File: config.mk
export PLATFORM = sky130hd
export DESIGN_NAME = systolic_feeder
export DESIGN_NICKNAME = d
export VERILOG_FILES = /design/src/rtl/tpu_pkg.sv /design/src/rtl/skew_delay_line.sv /design/src/rtl/systolic_feeder.sv
export SDC_FILE = /design/constraint.sdc
export NUM_CORES = 1
export LEC_CHECK = 0
export CAP_MARGIN = 20
export CORE_UTILIZATION = 30
export CTS_CLUSTER_DIAMETER = 80
export DETAILED_ROUTE_END_ITERATION = 7
export GPL_TIMING_DRIVEN = 0
export PLACE_DENSITY_LB_ADDON = 0.2
export SYNTH_ARGS = -nofsm -noshare
export SYNTH_HDL_FRONTEND = slang
export SYNTH_SLANG_ARGS = --single-unit
export TNS_END_PERCENT = 30
File: constraint.sdc
create_clock -name clk -period 2.65 [get_ports clk]
set_input_delay 0.53 -clock clk [delete_from_list [all_inputs] [get_ports clk]]
set_output_delay 0.53 -clock clk [all_outputs]
set_load 0.005 [all_outputs]
File: src/rtl/tpu_pkg.sv
// rtl/tpu_pkg.sv - shared types and helpers for the TPU input path
package tpu_pkg;

  localparam int DATA_W  = 16;
  localparam int ARRAY_W = 2;

  typedef enum logic [2:0] {
    IDLE,
    CFG,
    STREAM,
    DRAIN,
    DONE
  } feeder_state_t;

  // Column count is forced into 1..max_w so at least one lane is always live.
  function automatic logic [15:0] clamp_cols(input logic [15:0] cols, input int max_w);
    if (cols == 16'd0) begin
      return 16'd1;
    end
    if (cols > 16'(max_w)) begin
      return 16'(max_w);
    end
    return cols;
  endfunction

endpackage

File: src/rtl/skew_delay_line.sv
// rtl/skew_delay_line.sv - per-lane shift register, DEPTH=0 collapses to a wire
module skew_delay_line #(
  parameter int WIDTH = 1,
  parameter int DEPTH = 0
) (
  input  logic             clk,
  input  logic             rst,
  input  logic [WIDTH-1:0] in_data,
  output logic [WIDTH-1:0] out_data
);

  generate
    if (DEPTH == 0) begin : g_wire
      logic unused_clk_rst;
      assign unused_clk_rst = clk ^ rst;
      assign out_data       = in_data;
    end else begin : g_pipe
      logic [WIDTH-1:0] pipe_q [DEPTH];
      logic [WIDTH-1:0] pipe_d [DEPTH];

      always_comb begin
        pipe_d[0] = in_data;
        for (int i = 1; i < DEPTH; i++) begin
          pipe_d[i] = pipe_q[i-1];
        end
      end

      always_ff @(posedge clk or posedge rst) begin
        if (rst) begin
          for (int i = 0; i < DEPTH; i++) begin
            pipe_q[i] <= '0;
          end
        end else begin
          for (int i = 0; i < DEPTH; i++) begin
            pipe_q[i] <= pipe_d[i];
          end
        end
      end

      assign out_data = pipe_q[DEPTH-1];
    end
  endgenerate

endmodule

File: src/rtl/systolic_feeder.sv
// rtl/systolic_feeder.sv - west-side input stage of the 2x2 systolic array
module systolic_feeder #(
  parameter int DATA_W  = tpu_pkg::DATA_W,
  parameter int ARRAY_W = tpu_pkg::ARRAY_W,
  parameter int CNT_W   = 16
) (
  input  logic              clk,
  input  logic              rst,
  input  logic              cfg_start,
  input  logic [CNT_W-1:0]  cfg_num_rows,
  input  logic [15:0]       cfg_num_cols,
  input  logic              in_valid,
  output logic              in_ready,
  input  logic [DATA_W-1:0] in_data_0,
  input  logic [DATA_W-1:0] in_data_1,
  output logic [DATA_W-1:0] sys_data_in_1x,
  output logic [DATA_W-1:0] sys_data_in_2x,
  output logic              sys_start,
  output logic              sys_start_2,
  output logic [15:0]       ub_rd_col_size_out,
  output logic              ub_rd_col_size_valid_out,
  output logic              busy,
  output logic              done
);
  import tpu_pkg::*;

  localparam int LANE_W = DATA_W + 1;
  localparam int DRN_W  = $clog2(ARRAY_W + 1);

  feeder_state_t     state_q, state_d;
  logic [CNT_W-1:0]  rows_left_q, rows_left_d;
  logic [DRN_W-1:0]  drain_q, drain_d;
  logic [15:0]       cols_q, cols_d;
  logic              col_size_valid_q, col_size_valid_d;
  logic              busy_q, busy_d;
  logic              done_q, done_d;
  logic [LANE_W-1:0] stage_q [ARRAY_W];
  logic [LANE_W-1:0] stage_d [ARRAY_W];
  logic [LANE_W-1:0] lane_out [ARRAY_W];
  logic [DATA_W-1:0] lane_in [ARRAY_W];
  logic              accept;

  assign lane_in[0] = in_data_0;
  assign lane_in[1] = in_data_1;

  assign in_ready = (state_q == STREAM) && (rows_left_q != '0);
  assign accept   = in_valid && in_ready;

  always_comb begin
    state_d          = state_q;
    rows_left_d      = rows_left_q;
    drain_d          = drain_q;
    cols_d           = cols_q;
    col_size_valid_d = 1'b0;
    done_d           = 1'b0;

    case (state_q)
      IDLE: begin
        if (cfg_start) begin
          rows_left_d      = cfg_num_rows;
          cols_d           = clamp_cols(cfg_num_cols, ARRAY_W);
          col_size_valid_d = 1'b1;
          state_d          = CFG;
        end
      end
      CFG: begin
        if (rows_left_q == '0) begin
          state_d = DONE;
          done_d  = 1'b1;
        end else begin
          state_d = STREAM;
        end
      end
      STREAM: begin
        if (accept) begin
          rows_left_d = rows_left_q - CNT_W'(1);
          if (rows_left_q == CNT_W'(1)) begin
            state_d = DRAIN;
            drain_d = '0;
          end
        end
      end
      DRAIN: begin
        // Hold until the deepest skew lane has emitted the final beat.
        if (drain_q == DRN_W'(ARRAY_W - 1)) begin
          state_d = DONE;
          done_d  = 1'b1;
        end else begin
          drain_d = drain_q + DRN_W'(1);
        end
      end
      DONE: begin
        state_d = IDLE;
      end
      default: begin
        state_d = IDLE;
      end
    endcase

    busy_d = (state_d != IDLE);

    // A bubble enters every lane as valid=0, data=0; disabled lanes keep their valid.
    for (int i = 0; i < ARRAY_W; i++) begin
      stage_d[i] = {accept, (accept && (16'(i) < cols_q)) ? lane_in[i] : '0};
    end
  end

  always_ff @(posedge clk or posedge rst) begin
    if (rst) begin
      state_q          <= IDLE;
      rows_left_q      <= '0;
      drain_q          <= '0;
      cols_q           <= '0;
      col_size_valid_q <= 1'b0;
      busy_q           <= 1'b0;
      done_q           <= 1'b0;
      for (int i = 0; i < ARRAY_W; i++) begin
        stage_q[i] <= '0;
      end
    end else begin
      state_q          <= state_d;
      rows_left_q      <= rows_left_d;
      drain_q          <= drain_d;
      cols_q           <= cols_d;
      col_size_valid_q <= col_size_valid_d;
      busy_q           <= busy_d;
      done_q           <= done_d;
      for (int i = 0; i < ARRAY_W; i++) begin
        stage_q[i] <= stage_d[i];
      end
    end
  end

  generate
    for (genvar g = 0; g < ARRAY_W; g++) begin : g_lane
      skew_delay_line #(
        .WIDTH(LANE_W),
        .DEPTH(g)
      ) u_skew (
        .clk     (clk),
        .rst     (rst),
        .in_data (stage_q[g]),
        .out_data(lane_out[g])
      );
    end
  endgenerate

  assign sys_data_in_1x           = lane_out[0][DATA_W-1:0];
  assign sys_start                = lane_out[0][DATA_W];
  assign sys_data_in_2x           = lane_out[1][DATA_W-1:0];
  assign sys_start_2              = lane_out[1][DATA_W];
  assign ub_rd_col_size_out       = cols_q;
  assign ub_rd_col_size_valid_out = col_size_valid_q;
  assign busy                     = busy_q;
  assign done                     = done_q;

endmodule

==> reports/metrics.cfg <==
[yosys]
ys_seq_area_frac=0.6296
async_flop_share=1.000
synth.avg_cell_area_sq_um=11.77
yosys.area.top_type_share=0.6296
yosys.area.top_type=dfrtp_1
synth_edf_count=0
syn_area_sq_um=3577
netlist_instances=304
synth_nets=375
ys_seq_elements=90
ys_warn_count=0
yosys.cell_types.count=45
synthFlopType=dfrtp_1
synth_area_leaders=dfrtp_1 (63%), and2_1 (5.9%), nor2_1 (2.8%)

[layout]
final_common_cell=clkdlybuf4s50_1
final_cell_mix=clkdlybuf4s50_1 (119), dfrtp_1 (90), and2_1 (34)
stdcell_count=592
syn_to_final_growth_pct=51.87
fin_util=0.4718
insertedDiodeCount=0
fillers=1062
drive_gt1_frac=0.1002
nets=515

[setup_path]
path_cells=inv_1 -> ha_4 -> nor3b_4 -> and4_1 -> clkbuf_4 -> nor2_1 -> dlymetal6s2s_1
crit_path_top_delay_cell=dfrtp_1
path_class=flip-flop to primary output
cp_data_arrival_time_ns=1.76
worstPathRequired_ns=2.12
crit_fanout=6
end_kind=primary output
cp-start-kind=flip-flop
max_stage_delay_ns=0.39

[sta]
tns_ns=0
setup_ws_ns=0.3578
slew_headroom=0.6176
max_freq_ghz=0.4363
rsz0062_at_grt=false
finalClockSkew_ns=0.006922
hold_viol=0
fin_crit_sh=0.8650
setup_viol=0
tightest_slew_ns=0.5725
fin_crit_ns=2.292
final_max_slew_viol_count=0

[worst_hold_path]
holdCritPathClass=flip-flop to flip-flop

[pwr]
p_total_w=0.004484
clkPwrFrac=0.280
pwr_density_cell_nw_per_um2=825.4
comb_power_share=0.320
power_switching_share=0.3147
p_seq_frac=0.399
internal_power_w=0.003073
p_sw_w=0.001411
leakage_nw=2.379
irDropWorstVdd_mv=0.3132

[run_status]
status=finished with violations
violations=DRC

[place]
detailed_place_hpwl_microns=6483
port-buffer-count=120
place_worst_setup_slack_ns=0.01211
dp.cells=569
place_congestion=0.8089

[drt]
wl_per_cell_microns=15.38
drc=12
vias=2901
wl_microns=9107
firstDrtPassIters=7
postRouteAntennaNets=0
vias_per_cell=4.900
drtIter0Drc=153

[die]
num_rows=39
die_area_sq_um=12360
die_w_microns=111.2
die_y_microns=111.2
core_sq_um=11520
start_util=0.3106
boundaryPins=122

[cts]
cts_hold_buffers=0
cts_tree=done
cts_buffers=9
htreeDepth=3
clock_path_buffers=2
clk_latency_ns=0.34
cts_root_buf=clkbuf_16
clkSinkCount=90
clkSlewWorstSetupHoldPaths_ns=0.07

[grt]
grt_pass1_vias=2993
grt_pass1_wl_microns=15090
overflow=0
grt_start_max_net_pins=39
grt_usage=0.1577
antenna_found_initial=0

[flow_run]
drv_cap=0

==> repair_timing <==
item / 4_1_cts / 5_1_grt
pin swaps: 1 / 2
gates resized for setup: 7 / 7
setup buffers: 4 / 4
hold endpoints to repair: 0 / 0
cloned: 0 / 0
setup endpoints to repair: 3 / 11
==> area by class of cell <==
type	instances	area [sq um]	area share
well taps	143	178.9	0.03293
repair buffers	130	1304	0.2400
plain buffers	11	46.29	0.008521
flip-flops and latches	90	2252	0.4146
clock buffers	11	232.7	0.04284
inverters	8	33.78	0.006218
multi-input cells	194	1323	0.2434
clock inverters	5	62.56	0.01152
==> worst paths after layout <==
path,start,end,slack (ns),depth (start not counted)
worst min-delay path,stage_q[3],g_lane[1].u_skew.out_data[3],0.35,0
max in group asynchronous,rst,rows_left_q[14],1.52,3
min in group asynchronous,rst,stage_q[22],0.59,2
worst max-delay path,rows_left_q[0],in_ready,0.36,7
worst max register to register,state_q[2],stage_q[31],0.37,6
worst min register to register,stage_q[3],g_lane[1].u_skew.out_data[3],0.35,0
==> cell usage after synthesis, drive strengths merged (2+ instances only) <==
master   n
and4     3
nor4    10
a221oi   5
clkbuf  10
or3b     2
nand3b   2
nor2b   14
or4      8
nand4    3
o21ai    4
and2    34
nor3b    4
o22ai    5
ha       3
dfrtp   90
nand2   14
o311ai   2
nor2    27
a21oi    6
a31o     5
a211oi   6
o221ai   3
buf      2
a222oi   4
o211ai   3
inv      8
or3      3
nor3    11
nand3    3
==> metal layers <==
| metal | routed length, microns | vias up | part of all wire | track usage |
|---|---|---|---|---|
| met3 | 615 | 6 | 0.068 | 0.04757 |
| met5 | 0 | - | 0 | 0 |
| met4 | 93 | 0 | 0.010 | 0.08018 |
| li1 | - | 1368 | - | - |
| met2 | 4473 | 93 | 0.49 | 0.2458 |
| met1 | 3925 | 1434 | 0.43 | 0.1980 |
==> logic make-up after synthesis <==
kind of cell | synth area share
compound gates | 0.1042
simple gates | 0.2281
buf+inv | 0.02169
flops | 0.6296
mux | 0.005946
fa+ha+maj | 0.01049
==> power groups by stage <==
| stage | Combinational (W) | Sequential, W | Clock, W |
|---|---|---|---|
| finish | 0.00144 | 0.00179 | 0.00126 |
| global route | 0.00161 | 0.00182 | 0.00137 |
| CTS | 0.00134 | 0.00177 | 0.00130 |
| floorplan | 0.000761 | 0.00175 | 0 |
| global placement | 0.00124 | 0.00178 | 0 |
| detailed placement | 0.00127 | 0.00178 | 0 |
==> critical path: cells and delay by family (launching register included) <==
family	cells	cell delay [ns]
buffers and inverters	3	0.45
and+or+nand+nor	3	0.43
DFF	1	0.39
adders and majority gates	1	0.16
==> per-stage QoR <==
stage                     area (sq um)  hold WS [ns]
after floorplan                   3581        0.3312
after global placement            4961        0.3313
final                             5433        0.3486
after CTS                         5363        0.3504
after global routing              5433        0.3543
after detailed placement          5001        0.3358
==> state kept, by name, summed over array words and instances (netlist names) <==
register / cells
stage_q: 33
ub_rd_col_size_valid_out: 1
rows_left_q: 16
g_lane.u_skew.out_data: 17
ub_rd_col_size_out: 16
state_q: 3
busy: 1
drain_q: 2
done: 1
No activity file was read; power rests on OpenSTA's default activity.
